===== src/rtl/sr_button_driver.sv =====
// Debounced pushbutton front-end for an SR flip-flop: sync, debounce, edge detect, arbitrate.
// Reset wins a simultaneous press, so S and R are never driven high together.
module sr_button_driver #(
    parameter int unsigned DEBOUNCE_CYCLES = 4,
    parameter int unsigned CNT_W           = 20,
    parameter int unsigned EVT_W           = 8
) (
    input  logic             clk,
    input  logic             rstn,
    input  logic             btn_set,
    input  logic             btn_rst,
    output logic             S,
    output logic             R,
    output logic             conflict,
    output logic [EVT_W-1:0] set_count,
    output logic [EVT_W-1:0] rst_count
);

    localparam logic [CNT_W-1:0] CntMax = CNT_W'(DEBOUNCE_CYCLES - 1);

    // Bit 0 is the set button, bit 1 the reset button.
    logic [1:0]            s1, s2, db, db_prev, rise;
    logic [1:0][CNT_W-1:0] cnt;

    always_ff @(posedge clk) begin
        if (!rstn) begin
            s1        <= '0;
            s2        <= '0;
            db        <= '0;
            db_prev   <= '0;
            rise      <= '0;
            cnt       <= '0;
            S         <= 1'b0;
            R         <= 1'b0;
            conflict  <= 1'b0;
            set_count <= '0;
            rst_count <= '0;
        end else begin
            s1      <= {btn_rst, btn_set};
            s2      <= s1;
            db_prev <= db;
            // Edge is registered before arbitration; this stage sets the D+3 press latency.
            rise    <= db & ~db_prev;

            for (int i = 0; i < 2; i++) begin
                if (s2[i] == db[i]) begin
                    cnt[i] <= '0;
                end else if (cnt[i] == CntMax) begin
                    db[i]  <= s2[i];
                    cnt[i] <= '0;
                end else begin
                    cnt[i] <= cnt[i] + 1'b1;
                end
            end

            S         <= rise[0] & ~rise[1];
            R         <= rise[1];
            conflict  <= rise[0] & rise[1];
            set_count <= set_count + EVT_W'(S);
            rst_count <= rst_count + EVT_W'(R);
        end
    end

endmodule

===== config.mk =====
export PLATFORM = sky130hd
export DESIGN_NAME = sr_button_driver
export DESIGN_NICKNAME = d
export VERILOG_FILES = /design/src/rtl/sr_button_driver.sv
export SDC_FILE = /design/constraint.sdc
export NUM_CORES = 1
export LEC_CHECK = 0
export CAP_MARGIN = 30
export CORE_ASPECT_RATIO = 1.25
export CORE_MARGIN = 2
export CORE_UTILIZATION = 60
export DETAILED_ROUTE_END_ITERATION = 6
export MAX_ROUTING_LAYER = met4
export PLACE_DENSITY = 0.86
export SYNTH_ARGS = -nofsm -noshare
export SYNTH_HDL_FRONTEND = slang
export SYNTH_SLANG_ARGS = --single-unit

===== constraint.sdc =====
create_clock -name clk -period 5.5 [get_ports clk]
set_clock_uncertainty 0.1 [all_clocks]
set_input_delay 1.1 -clock clk [delete_from_list [all_inputs] [get_ports clk]]
set_output_delay 1.1 -clock clk [all_outputs]
set_load 0.05 [all_outputs]

After elaboration in Yosys (flattened, before gate mapping)
Cells that the tools add are included.
- add/subtract/negate cells: 4
- equality and inequality tests: 4
- bitwise gates (word level): 8
- reductions and logical operators: 4
- operators by type and width (kind ; number):
    adder 20 x 1 -> 20 bit (second input constant) ; 2
    equality test 20 x 2 -> 1 bit (second input constant) ; 2
    adder 8 x 1 -> 8 bit ; 2
    OR reduction 3 bit ; 2
    inverter 1 bit ; 4
    AND reduction 2 bit ; 2
    bitwise AND 1 bit ; 2
    bitwise AND 2 bit ; 1
    equality test 1 bit ; 2
    inverter 2 bit ; 1
- register bits after elaboration: 69
- input port bits: 4
- output and inout port bits: 19
- word-level logic and storage cells: 33

Logic depth before layout (Yosys ltp)
Gate-level depths: netlist of the first run.
- depth after elaboration: 3
- depth in mapped cells: 6
- mapped depth without buffers: 5

Worst setup path after synthesis of the first run
Ideal clock, no wire load.
- path kind: input port to flip-flop
- from: input rstn
- to: register cnt[10] in the netlist's numbering
- setup time: 0.065 ns
- arrival time: 1.981 ns
- data required time: 5.335 ns
- setup slack: 3.354 ns
- stages: 5
- path buffers: 2
- path through: clkbuf_1 > nand2_1 > o21bai_2 > clkbuf_1 > nor2_1
- longest elaborated chain between the ends: 2
- ends and longest elaborated chain (element ; line ; RTL):
    from (decl) ; 9 ; input logic rstn,
    inverter 1 bit (no source line) ; n/a ;
    OR reduction 3 bit (no source line) ; n/a ;
    to (signal, indexed assignment) ; 52 ; cnt[i] <= cnt[i] + 1'b1;
    to (decl) ; 23 ; logic [1:0][CNT_W-1:0] cnt;
Every way passes these cells.
A chain may end at the register's enable or synchronous reset.

Final worst setup path of the first run
- from: register rst_count[4]
- to: output rst_count[4]
- RTL lines (element ; line ; RTL):
    from (decl) ; 16 ; output logic [EVT_W-1:0] rst_count
    from (signal assigned) ; 60 ; rst_count <= rst_count + EVT_W'(R);
No word-level cell between the ends.

==> results of run 1 <==
[cell type report]
cell class	count	share of cell area [%]
sequential	69	41.6
clock inverter	4	1.43
clock buffer	12	4.37
multi-input combinational	222	42.3
inverter	10	1.13
tap	60	2.26
timing repair buffer	23	6.96
[metal layers]
| metal | vias to the layer above | GRT usage (%) | wire, microns |
|---|---|---|---|
| met4 | 0 | 13.1 | 144 |
| met5 | - | - | 0 |
| li1 | 1103 | - | - |
| met2 | 31 | 36.0 | 2540 |
| met3 | 14 | 6.37 | 146 |
| met1 | 1007 | 21.4 | 2120 |
[through the flow]
stage	total power [mW]	worst slack [ns]	cell area, sq um	util (%)
after floorplan	0.519	3.35	2850	-
after global placement	0.523	2.35	3120	67.0
after detailed placement	0.523	2.41	3130	67.2
after CTS	0.918	2.67	3320	71.3
after global routing	0.941	2.57	3320	71.3
final	0.909	2.69	3320	71.3
[placed cells by master, fill, tap and decap left out, types with 2 or more instances in the layout]
cell,instances
nor3_1,12
nand4_1,9
ha_1,6
nand2_1,18
o21ai_0,2
inv_1,10
clkdlybuf4s50_1,22
and3_1,7
nor2_1,45
dfxtp_1,69
nand4_4,2
xnor2_1,32
nand3_1,20
and2_1,21
xor2_1,12
mux2i_1,4
nor4b_1,2
nor4_1,14
or3_1,2
clkbuf_1,2
a21oi_1,5
clkbuf_8,10
clkinv_2,2
[path summary, 6_finish.rpt]
check | from | end | slack [ns]
setup / recovery | rst_count[4] | rst_count[4] | 2.69
hold / removal | db_prev[0] | rise[0] | 0.29
setup reg to reg | cnt[0] | cnt[2] | 3.43
hold reg to reg | db_prev[0] | rise[0] | 0.29
[cells by family (layout without fill, tap and decap cells)]
kind of cell | after synthesis | count (layout) | share of synthesized area (%)
AO/OA/AOI/OAI | 11 | 11 | 2.46
XOR/XNOR | 44 | 44 | 13.5
adder cells (fa/ha/maj) | 6 | 6 | 2.63
buffers and inverters | 16 | 49 | 2.15
flip-flops | 69 | 69 | 48.5
multiplexers | 4 | 4 | 1.41
AND/OR/NAND/NOR | 157 | 157 | 29.3
[sequential cells by signal, summed over array words and instances, names as in the netlist]
| signal | cells |
|---|---|
| set_count | 8 |
| rise | 2 |
| s1 | 2 |
| rst_count | 8 |
| R | 1 |
| db_prev | 2 |
| db | 2 |
| cnt | 40 |
| s2 | 2 |
| conflict | 1 |
| S | 1 |
[where the power goes]
group          total, mW  switching (mW)  internal, mW
Sequential         0.502        0.000956         0.501
Clock              0.397           0.177         0.220
Combinational    0.00938         0.00549       0.00389
==> run_results.csv, run 1 <==
group,metric,value,unit
run_status,status,"finished clean",
logic_synthesis,syn-instance-count,307,
logic_synthesis,yosysSeqAreaShare,48.5,%
sta,min_period,2.81,ns
global_routing,grt_pass1_wl,8.35,mm
route,dr_total_vias,2155,
die,coreArea,4660,sq um
clocking,postCtsSetupRepairBufs,0,
cells_and_area,diodes,0,
sta,finalMaxSlewViolations,0,
logic_synthesis,synth_warnings,0,
die,num_io_pins,23,
cells_and_area,multiInputGateArea,1410,sq um
clocking,cts.clk_slew.worst_paths,0.07,ns
route,drc,0,
logic_synthesis,ys_top_cells_by_count,"dfxtp_1 (69), nor2_1 (45), xnor2_1 (32)",
die,die_h,81.0,microns
global_routing,grt_start_max_net_pins,30,
route,vias_per_cell,5.39,
worst_setup_path,cp.required,4.30,ns
cells_and_area,num-fill-cells,354,
clocking,cts_buffers,9,
clocking,clock_path_buffers,2,
sta,hold_viol,0,
power,irDropWorstVdd,0.000190,V
sta,hold_ws,0.286,ns
run,maxCapViolations,0,
clocking,clockRootBuffer,"clkbuf_8",
logic_synthesis,synth_top_area_cell,"dfxtp_1",
cells_and_area,nets,345,
placement,post-dp-hpwl,3.45,mm
sta,grt_setup_unrepaired,"no",
die,dieWidth,65.6,microns
cells_and_area,register_area,1380,sq um
worst_hold_path,hold_class,"reg2reg",
power,leakage,1.18,nW
die,std_cell_rows,28,
worst_setup_path,cp-start-kind,"flop",
worst_setup_path,reg2reg_depth,5,
route,drt_iter0_drc,94,
sta,fmax,0.356,GHz
route,drt_pass1_iterations,4,
logic_synthesis,yosys-top-cells-area,"dfxtp_1 (48%), xnor2_1 (9.8%), nor2_1 (5.9%)",
global_routing,grt_pass1_vias,2068,
route,wire_per_inst,12.4,microns
logic_synthesis,async_reset_ff_share,0,%
logic_synthesis,synth_enable_flop_cells,0,
logic_synthesis,synth_top_cell_area_share,48.5,%
worst_setup_path,criticalPathCategory,"reg2out",
logic_synthesis,synth-seq-cells,69,
worst_setup_path,path_cells,"clkdlybuf4s50_1",
placement,dp.cells,384,
worst_setup_path,end_kind,"output port",
placement,globalplace.congestion,0.843,
worst_setup_path,cp.arrival,1.61,ns
global_routing,grt_use_total,21.3,%
worst_setup_path,path_buf_inv,1,
cells_and_area,area_growth,16.7,%
placement,numPortBuffers,22,
clocking,cts.sinks,69,
logic_synthesis,synthDistinctLibCells,30,
worst_setup_path,max_stage_delay,0.86,ns
sta,setup-tns-final,0,ns
worst_setup_path,cp_slowest_cell,"clkdlybuf4s50_1",
die,start_util,61.1,%
worst_setup_path,cp_max_fo,4,
clocking,ctsHoldBuffers,0,
worst_setup_path,cpLargestDelayFamily,"buffers and inverters",
sta,fin_crit_sh,51.0,%
route,wl,4.95,mm
global_routing,overflow,0,
logic_synthesis,synthMostInstantiatedCell,"dfxtp_1",
logic_synthesis,syn_area,2850,sq um
logic_synthesis,synth_nets,317,
die,fp.dieArea,5320,sq um
clocking,cts_resized,0,
sta,slew_headroom,48.4,%
logic_synthesis,synth_ff_type,"dfxtp_1",
clocking,clkLatencyLatePin,0.34,ns
sta,worst_slew_pin_slew,0.773,ns
power,power_density,273,nW/um^2
cells_and_area,fin_cells,400,
sta,setup_viol,0,
cells_and_area,drive_gt1_share,6.47,%
worst_hold_path,min_path_cells,1,
global_routing,antenna_found_initial,0,
clocking,cts_tree,"yes",
clocking,h-tree-depth,3,
worst_setup_path,crit_cells,1,
logic_synthesis,avgSynthCellArea,9.28,sq um
route,ant_nets,0,
Note: power is estimated with default switching activity, not from simulation.
==> run 2, diff against run 1 <==
CORE_UTILIZATION = 57   (was 60)
PLACE_DENSITY = 0.82   (was 0.86)
clock period = 2.6 ns   (was 5.5 ns; I/O delays follow)
==> run 2 against run 1 <==
  * Global-route usage grew 0.096 points
  * Final cell count grew 0.50%
  * Design area grew 1.3%
  * Via count grew 1.4%
  * Highest routed layer unchanged
  * Combinational power grew 130%
==> run_results.csv, run 2 (synthesized netlist as in run 1, its figures left out) <==
group,metric,value,unit
route,vias_per_cell,5.44,
worst_hold_path,min_path_cells,1,
clocking,cts.sinks,69,
worst_setup_path,max_stage_delay,0.84,ns
route,ant_nets,0,
sta,worst_slew_pin_slew,0.596,ns
sta,fmax,0.454,GHz
die,fp.dieArea,5580,sq um
clocking,cts_resized,0,
cells_and_area,diodes,0,
power,leakage,1.21,nW
sta,min_period,2.20,ns
power,power_density,609,nW/um^2
clocking,clockRootBuffer,"clkbuf_8",
placement,numPortBuffers,22,
route,dr_total_vias,2186,
global_routing,grt_start_max_net_pins,28,
clocking,cts.clk_slew.worst_paths,0.07,ns
power,irDropWorstVdd,0.000560,V
global_routing,antenna_found_initial,0,
cells_and_area,largestRegisters,"cnt x40, rst_count x8, set_count x8",
placement,post-dp-hpwl,3.66,mm
worst_hold_path,min_from,"db_prev[1]",
die,dieWidth,67.2,microns
worst_setup_path,path_buf_inv,1,
cells_and_area,area_growth,18.2,%
route,drc,0,
cells_and_area,top_register,"cnt",
clocking,clock_path_buffers,2,
cells_and_area,layout.cells.most_common,"dfxtp_1",
worst_setup_path,cp_max_fo,5,
clocking,ctsHoldBuffers,0,
worst_setup_path,cp_slowest_cell,"clkdlybuf4s50_1",
clocking,clkLatencyLatePin,0.34,ns
worst_setup_path,cpLargestDelayFamily,"buffers and inverters",
cells_and_area,largest_register_ffs,40,
worst_hold_path,hold_class,"reg2reg",
route,drt_pass1_iterations,4,
sta,hold_viol,0,
sta,setup_viol,0,
clocking,cts_tree,"yes",
die,die_h,83.0,microns
sta,finalMaxSlewViolations,0,
global_routing,grt_pass1_vias,2143,
sta,setup-tns-final,0,ns
global_routing,top_usage_layer,"met2",
worst_setup_path,criticalPathCategory,"reg2out",
worst_setup_path,path_cells,"clkdlybuf4s50_1",
die,start_util,59.8,%
die,coreArea,4760,sq um
cells_and_area,drive_gt1_share,7.60,%
worst_setup_path,ff2ff_setup_slack,0.61,ns
clocking,cts_buffers,9,
worst_setup_path,end_kind,"output port",
route,wl,5.26,mm
worst_setup_path,cp.arrival,1.58,ns
worst_setup_path,cp-start-kind,"flop",
global_routing,overflow,0,
sta,grt_setup_unrepaired,"no",
global_routing,gr-usage-met1,22.4,%
global_routing,use_met3,6.50,%
cells_and_area,nets,347,
worst_setup_path,r2r_start,"cnt[20]",
placement,globalplace.congestion,0.827,
run,maxCapViolations,0,
power,power.total,2.05,mW
global_routing,grt_pass1_wl,8.92,mm
die,std_cell_rows,28,
sta,fin_crit_sh,84.8,%
route,wire_per_inst,13.1,microns
worst_hold_path,min_to,"rise[1]",
worst_setup_path,r2r_end,"cnt[38]",
run_status,status,"finished clean",
clocking,h-tree-depth,3,
worst_setup_path,cp.required,1.98,ns
global_routing,grt_use_total,21.4,%
route,drt_iter0_drc,105,
die,num_io_pins,23,
worst_setup_path,reg2reg_depth,5,
sta,slew_headroom,59.9,%
cells_and_area,most-common-layout-cells,"dfxtp_1 (69), nor2_1 (45), xnor2_1 (32)",
global_routing,grtUsageMet2,35.7,%
clocking,postCtsSetupRepairBufs,0,
-- run 2: report_power, final --
group	internal [mW]	leakage [nW]	switching, mW
registers	1.06	0.556	0.00202
logic	0.00947	0.537	0.0126
clock network	0.564	0.112	0.401
total	1.63	1.21	0.416
-- run 2: cell type report --
cell class,count,area [sq um]
Clock buffer,10,138
Inverter,10,37.5
Sequential cell,69,1380
Multi-Input combinational cell,222,1410
Clock inverter,6,86.3
Tap cell,60,75.1
Fill cell,377,1400
Timing Repair Buffer,25,243
-- run 2: worst max path at each step --
stage,start,to,slack [ns],cells after the start
after global routing,set_count[2],set_count[2],0.33,1
final,rst_count[2],rst_count[2],0.40,1
after floorplan,cnt[20],cnt[23],0.74,6
after CTS,set_count[2],set_count[2],0.38,1
after global placement,rstn,cnt[17],0.69,5
after detailed placement,rstn,cnt[15],0.63,5
-- run 2: metal layers --
metal / vias to the layer above / routed length (microns)
li1: 1103 / -
met1: 1016 / 2200
met2: 52 / 2720
met3: 15 / 180
met4: 0 / 159
met5: - / 0
-- run 2: per-stage QoR --
step                      area [sq um]  worst slack [ns]  hold slack, ns  utilization [%]  instances
after floorplan                   2850             0.739           0.268                -        307
after global placement            3140             0.695           0.273             66.0        386
after detailed placement          3140             0.626           0.280             66.0        386
after CTS                         3370             0.379           0.289             70.7        402
after global routing              3370             0.333           0.315             70.7        402
final                             3370             0.396           0.289             70.7        402
